`src/rtl/mem_access_ctrl.sv`:
```
// mem_access_ctrl: MEM-stage load/store sequencer.
// Accepts the load/store present in MEM, runs a req/gnt/rvalid handshake
// with a variable-latency data memory, aligns and extends load data, and
// stalls the upstream pipeline until the access completes.
//
// Ports:
//   clk, rst                  clock, synchronous active-high reset
//   op_valid, mem_rd, mem_wr  instruction in MEM and its access type
//   funct3, addr, wdata       access size/sign, byte address, store data
//   dmem_req/we/addr/wdata/be request side of the data-memory handshake
//   dmem_gnt, dmem_rvalid,    grant, read-data valid and read word
//   dmem_rdata
//   load_data, load_valid     aligned/extended load result, 1-cycle pulse
//   mem_reg_en, stall         MEM/WB enable and upstream freeze
//   access_err                illegal access (no request issued)
module mem_access_ctrl #(
  parameter int N = 32
) (
  input  logic         clk,
  input  logic         rst,
  input  logic         op_valid,
  input  logic         mem_rd,
  input  logic         mem_wr,
  input  logic [2:0]   funct3,
  input  logic [N-1:0] addr,
  input  logic [N-1:0] wdata,
  output logic         dmem_req,
  output logic         dmem_we,
  output logic [N-1:0] dmem_addr,
  output logic [N-1:0] dmem_wdata,
  output logic [3:0]   dmem_be,
  input  logic         dmem_gnt,
  input  logic         dmem_rvalid,
  input  logic [N-1:0] dmem_rdata,
  output logic [N-1:0] load_data,
  output logic         load_valid,
  output logic         mem_reg_en,
  output logic         stall,
  output logic         access_err
);

  typedef enum logic [1:0] {IDLE, REQ, WAIT, DONE} state_t;

  state_t       state, state_nxt;
  logic [2:0]   f3_q;
  logic [1:0]   off_q;
  logic         mem_op;
  logic         illegal;
  logic         start;
  logic [N-1:0] byte_sh;
  logic [N-1:0] half_sh;
  logic [N-1:0] ld_ext;

  assign mem_op = op_valid & (mem_rd | mem_wr);

  always_comb begin
    illegal = 1'b0;
    if (mem_rd & mem_wr) illegal = 1'b1;
    if (funct3 == 3'b011 || funct3 == 3'b110 || funct3 == 3'b111) illegal = 1'b1;
    if (mem_wr && (funct3 == 3'b100 || funct3 == 3'b101)) illegal = 1'b1;
    if (funct3[1:0] == 2'b01 && addr[0]) illegal = 1'b1;
    if (funct3[1:0] == 2'b10 && addr[1:0] != 2'b00) illegal = 1'b1;
  end

  assign start = (state == IDLE) & mem_op & ~illegal;

  // Lane select for loads uses the offset captured at issue, not the
  // live address, since the upstream stage may move on after DONE.
  always_comb begin
    byte_sh = dmem_rdata >> {off_q, 3'b000};
    half_sh = dmem_rdata >> {off_q[1], 4'b0000};
    case (f3_q)
      3'b000:  ld_ext = {{(N-8){byte_sh[7]}}, byte_sh[7:0]};
      3'b100:  ld_ext = {{(N-8){1'b0}}, byte_sh[7:0]};
      3'b001:  ld_ext = {{(N-16){half_sh[15]}}, half_sh[15:0]};
      3'b101:  ld_ext = {{(N-16){1'b0}}, half_sh[15:0]};
      default: ld_ext = dmem_rdata;
    endcase
  end

  always_comb begin
    state_nxt = state;
    case (state)
      IDLE: if (start) state_nxt = REQ;
      REQ:  if (dmem_gnt) state_nxt = dmem_we ? DONE : WAIT;
      WAIT: if (dmem_rvalid) state_nxt = DONE;
      DONE: state_nxt = IDLE;
      default: state_nxt = IDLE;
    endcase
  end

  always_ff @(posedge clk) begin
    if (rst) begin
      state      <= IDLE;
      dmem_we    <= 1'b0;
      dmem_addr  <= '0;
      dmem_wdata <= '0;
      dmem_be    <= '0;
      f3_q       <= '0;
      off_q      <= '0;
      load_data  <= '0;
    end else begin
      state <= state_nxt;
      if (start) begin
        dmem_we   <= mem_wr;
        dmem_addr <= {addr[N-1:2], 2'b00};
        f3_q      <= funct3;
        off_q     <= addr[1:0];
        case (funct3[1:0])
          2'b00: begin
            dmem_be    <= 4'b0001 << addr[1:0];
            dmem_wdata <= {4{wdata[7:0]}};
          end
          2'b01: begin
            dmem_be    <= 4'b0011 << {addr[1], 1'b0};
            dmem_wdata <= {2{wdata[15:0]}};
          end
          default: begin
            dmem_be    <= 4'b1111;
            dmem_wdata <= wdata;
          end
        endcase
      end
      if (state == WAIT && dmem_rvalid) load_data <= ld_ext;
    end
  end

  assign dmem_req   = (state == REQ);
  assign load_valid = (state == DONE) & ~dmem_we;
  assign stall      = start | (state == REQ) | (state == WAIT);
  assign mem_reg_en = ~stall;
  assign access_err = (state == IDLE) & mem_op & illegal;

endmodule

```
`config.mk`:
```
export PLATFORM = sky130hd
export DESIGN_NAME = mem_access_ctrl
export DESIGN_NICKNAME = d
export VERILOG_FILES = /design/src/rtl/mem_access_ctrl.sv
export SDC_FILE = /design/constraint.sdc
export NUM_CORES = 1
export LEC_CHECK = 0
export BUFFER_PORTS_ARGS = -buffer_cell sky130_fd_sc_hd__buf_2
export CAP_MARGIN = 10
export CELL_PAD_IN_SITES_DETAIL_PLACEMENT = 2
export CELL_PAD_IN_SITES_GLOBAL_PLACEMENT = 2
export CORE_ASPECT_RATIO = 1.4
export CORE_UTILIZATION = 24
export CTS_BUF_LIST = sky130_fd_sc_hd__clkbuf_4 sky130_fd_sc_hd__clkbuf_8
export CTS_CLUSTER_DIAMETER = 200
export DETAILED_ROUTE_END_ITERATION = 7
export HOLD_SLACK_MARGIN = 0.08
export PLACE_DENSITY_LB_ADDON = 0.1
export REMOVE_ABC_BUFFERS = 1
export SLEW_MARGIN = 0
export SYNTH_ARGS = -nofsm -noshare
export SYNTH_HDL_FRONTEND = slang
export SYNTH_SLANG_ARGS = --single-unit
```
`constraint.sdc`:
```
create_clock -name clk -period 1.8 [get_ports clk]
set_input_delay 0.36 -clock clk [delete_from_list [all_inputs] [get_ports clk]]
set_output_delay 0.36 -clock clk [all_outputs]
set_load 0.01 [all_outputs]
```
==> key figures <==
Run status
  • Status: finished with violations
  • Failing checks: setup timing

Clocking
  • # hold bufs at CTS: 0
  • Total CTS buffers: 9
  • Clk slew on worst S/H paths: 0.11 ns
  • H-tree levels: 3
  • Root Buffer: clkbuf_8
  • Clock Latency Late Sink: 0.39 ns
  • CTS tree: yes
  • Clock sink count: 106
  • CTS max path bufs: 2

Layout
  • Storage element area: 0.002126 mm²
  • Nets: 916
  • Area Growth Syn to Fin: 36.88%
  • Antenna diodes: 0
  • Multi-input gate area: 0.002516 mm²
  • Post-route insts no fill: 1,063
  • Fill count: 2,327
  • Layout cells sized above 1: 39.09%
  • Finished Cell Area: 0.006678 mm²
  • Finished Core Util: 33.52%

STA
  • Worst Tran Pin Value: 0.5118 ns
  • Final min period: 1.805 ns
  • Final Cycle Share: 100.3%
  • Clock skew: 0.01405 ns
  • RSZ-0062 raised after global routing: yes
  • Worst Slack Setup Final: -0.005296 ns
  • Count of final setup violators: 1
  • Slew Limit Fails: 0
  • Rel. slew slack: 65.88%
  • Final hold viol count: 0
  • Min Hold Slack: 0.1960 ns
  • Achievable Freq: 553.9 MHz

GRT
  • Global route overflow: 0
  • First-pass GRT wire length: 29,450 µm
  • Number of global-route vias before repair: 5,536
  • Initial antenna violation count: 1
  • Tot GR Track Use: 18.27%
  • Largest net degree at the start of global routing: 48

Routing
  • WL final: 18,780 µm
  • TritonRoute pass-1 iters: 4
  • Via count: 5,110
  • Avg Vias per Cell: 4.807
  • Starting DRC count in detailed routing: 124
  • WL per Instance: 17.67 µm
  • Residual DRC: 0
  • DRT antenna net count: 0

Yosys
  • Ranking of synthesized cells by area: dfxtp_1 (43%), nand2_1 (11%), a21oi_1 (6.0%)
  • Warnings from Yosys: 0
  • Syn_area_per_cell: 8.325 µm²
  • EDFF count, synth: 0
  • Synth async-reset ratio: 0%
  • Post-synth cell types: 44
  • Top-area cell type share of the netlist area: 43.50%
  • Cell taking the most area after synthesis: dfxtp_1
  • Synthesized area: 0.004878 mm²
  • Register bit total from synthesis: 106
  • Post-Synthesis Cells: 586
  • Top_reg_cell synth: dfxtp_1
  • Sequential area share after synthesis: 43.50%

Pwr
  • Static Leakage: 2.808 nW
  • Pwr Density: 711.1 mW/mm²
  • IR drop worst, VDD: 0.0003635 V

Floorplanning
  • Ports: 212
  • Initial Util: 24.49%
  • Die footprint: 0.02091 mm²
  • Core Footprint: 0.01992 mm²
  • Row count: 61
  • Die W: 122.5 µm
  • Vert. Die Dim: 170.7 µm

Placed design
  • DP Area: 0.006429 mm²
  • Detailed Place HPWL: 14,300 µm
  • Setup WS pre-CTS: -0.06550 ns
  • IO buf count: 209
  • Placed insts: 1,045
  • RePlAce Congestion: 0.7505

Min path
  • Hold path depth: 3
  • Beginning of the worst hold path: addr[4]
  • Hold Path Class: in2reg
  • Hold path endpoint: dmem_addr[4]$_SDFFE_PP0P_

Worst setup path
  • CP Cell Sequence: buf_4 -> ha_4 -> nor3_4 -> inv_1 -> buf_2
  • Critical Path RT: 1.44 ns
  • Critical-path top delay cell: dfxtp_2
  • Reg-to-Reg End: load_data[26]$_SDFFE_PP0P_
  • Critical path type: reg2out
  • Worst R2R Setup Slack: 0.11 ns
  • Crit start category: flop
  • WP data arrival: 1.45 ns
  • Worst R2R Start: off_q[1]$_SDFFE_PP0P_
  • CP Launch Point: state[0]$_SDFFE_PP0P_
  • CP max FO: 4
  • Crit. End Element: output pin
  • Worst Reg-to-Reg Cells: 6
  • Critical path's largest stage delay: 0.35 ns

Job
  • Max-cap viol count: 0
worst max path at each step:
| stage | endpoint | slack [ns] | depth (start not counted) |
|---|---|---|---|
| 6_report | stall | -0.005 | 5 |
| 5_1_grt | stall | -0.08 | 6 |
| 4_1_cts | stall | -0.02 | 6 |
| 3_5_place_dp | dmem_wdata[12]$_SDFFE_PP0P_ | -0.07 | 8 |
| 3_3_place_gp | stall | -0.01 | 8 |
| 2_1_floorplan | stall | -1.58 | 5 |
placed cells by master (no fill, tap or decap), types with 2 or more instances in the layout:
master      synthesis  layout
dfxtp_1           106     103
nor2b_1             2       2
ha_4                0       3
conb_1              1       2
a21oi_1            58      58
a211oi_1           21      21
nand2b_1            8       8
o21ai_0            20      20
o21a_1              2       2
inv_1               7       5
buf_12              0       8
nand3b_1            9       9
o22ai_1             6       6
a31oi_1             4       4
clkbuf_8            0       9
nand2_1           145     145
o211ai_1            8       8
clkbuf_4            0       2
inv_6               0       2
mux2i_1            18      18
dfxtp_2             0       3
mux2_2             10      10
inv_4               0       2
a311oi_1           10      10
nor3_1             11      10
a211oi_2           17      17
clkinvlp_4          0       2
nor2_2              2       2
a2bb2oi_1           3       3
nor3b_1             3       3
buf_4               8      41
nor2_1             47      47
buf_2               5     208
registers in the layout (all words and copies together) (netlist names):
signal / count
dmem_we: 1
f3_q: 3
dmem_be: 4
load_data: 32
off_q: 2
dmem_wdata: 32
state: 2
dmem_addr: 30
area by class of cell:
| cell class | instances | share of cell area (%) |
|---|---|---|
| Multi-Input combinational cell | 424 | 37.68 |
| Sequential cell | 106 | 31.83 |
| Timing Repair Buffer | 257 | 22.60 |
| Tap cell | 252 | 4.722 |
| Clock buffer | 11 | 2.080 |
| Clock inverter | 5 | 0.5621 |
| Inverter | 8 | 0.5246 |
stage by stage:
step	power (W)	setup TNS (ns)
floorplan	0.002853	-91.87
global placement	0.003317	-0.01043
detailed placement	0.003350	-0.3004
CTS	0.004848	-0.02486
global route	0.005015	-0.1229
finish	0.004749	-0.005296
worst max-delay path: cells and delay by family (launching register included):
| family | cells | cell delay, ns |
|---|---|---|
| DFF | 1 | 0.35 |
| adders and majority gates | 1 | 0.17 |
| and+or+nand+nor | 1 | 0.19 |
| buffers and inverters | 3 | 0.35 |
per-layer routing:
layer,GRT usage [%],part of all wire (%),up-vias
met5,0,0.069,-
met4,5.673,1.6,2
met3,4.767,6.0,20
met2,34.12,53,128
met1,19.65,39,2498
li1,-,-,2462
synth_stat cells, types with 2 or more instances:
cell,count
nand2_1,145
dfxtp_1,106
a21oi_1,58
nor2_1,47
clkbuf_1,29
a211oi_1,21
o21ai_0,20
mux2i_1,18
a211oi_2,17
nor3_1,11
a311oi_1,10
mux2_2,10
nand3b_1,9
buf_4,8
nand2b_1,8
o211ai_1,8
inv_1,7
buf_6,6
o22ai_1,6
buf_2,5
a31oi_1,4
ha_1,4
a2bb2oi_1,3
nor3b_1,3
nor2_2,2
nor2b_1,2
o21a_1,2
power breakdown:
| group | internal [W] | switching, W |
|---|---|---|
| Sequential | 0.00242 | 0.0000466 |
| Clock | 0.000545 | 0.000910 |
| Combinational | 0.000365 | 0.000459 |
| Total | 0.00333 | 0.00142 |
repair_timing:
action                     4_1_cts  5_1_grt
pin swaps                        1        0
buffers inserted                 2        1
resized for setup               14        1
cloned                           0        0
setup endpoints to repair        3       24
logic make-up after synthesis:
group,share of synthesized area (%)
AO/OA/AOI/OAI,22.52
XOR/XNOR,0.1796
adder cells (fa/ha/maj),1.026
buffers and inverters,6.053
flip-flops,43.50
multiplexers,6.463
other,0.07687
AND/OR/NAND/NOR,20.18
Power figures use the tool's default switching activity.
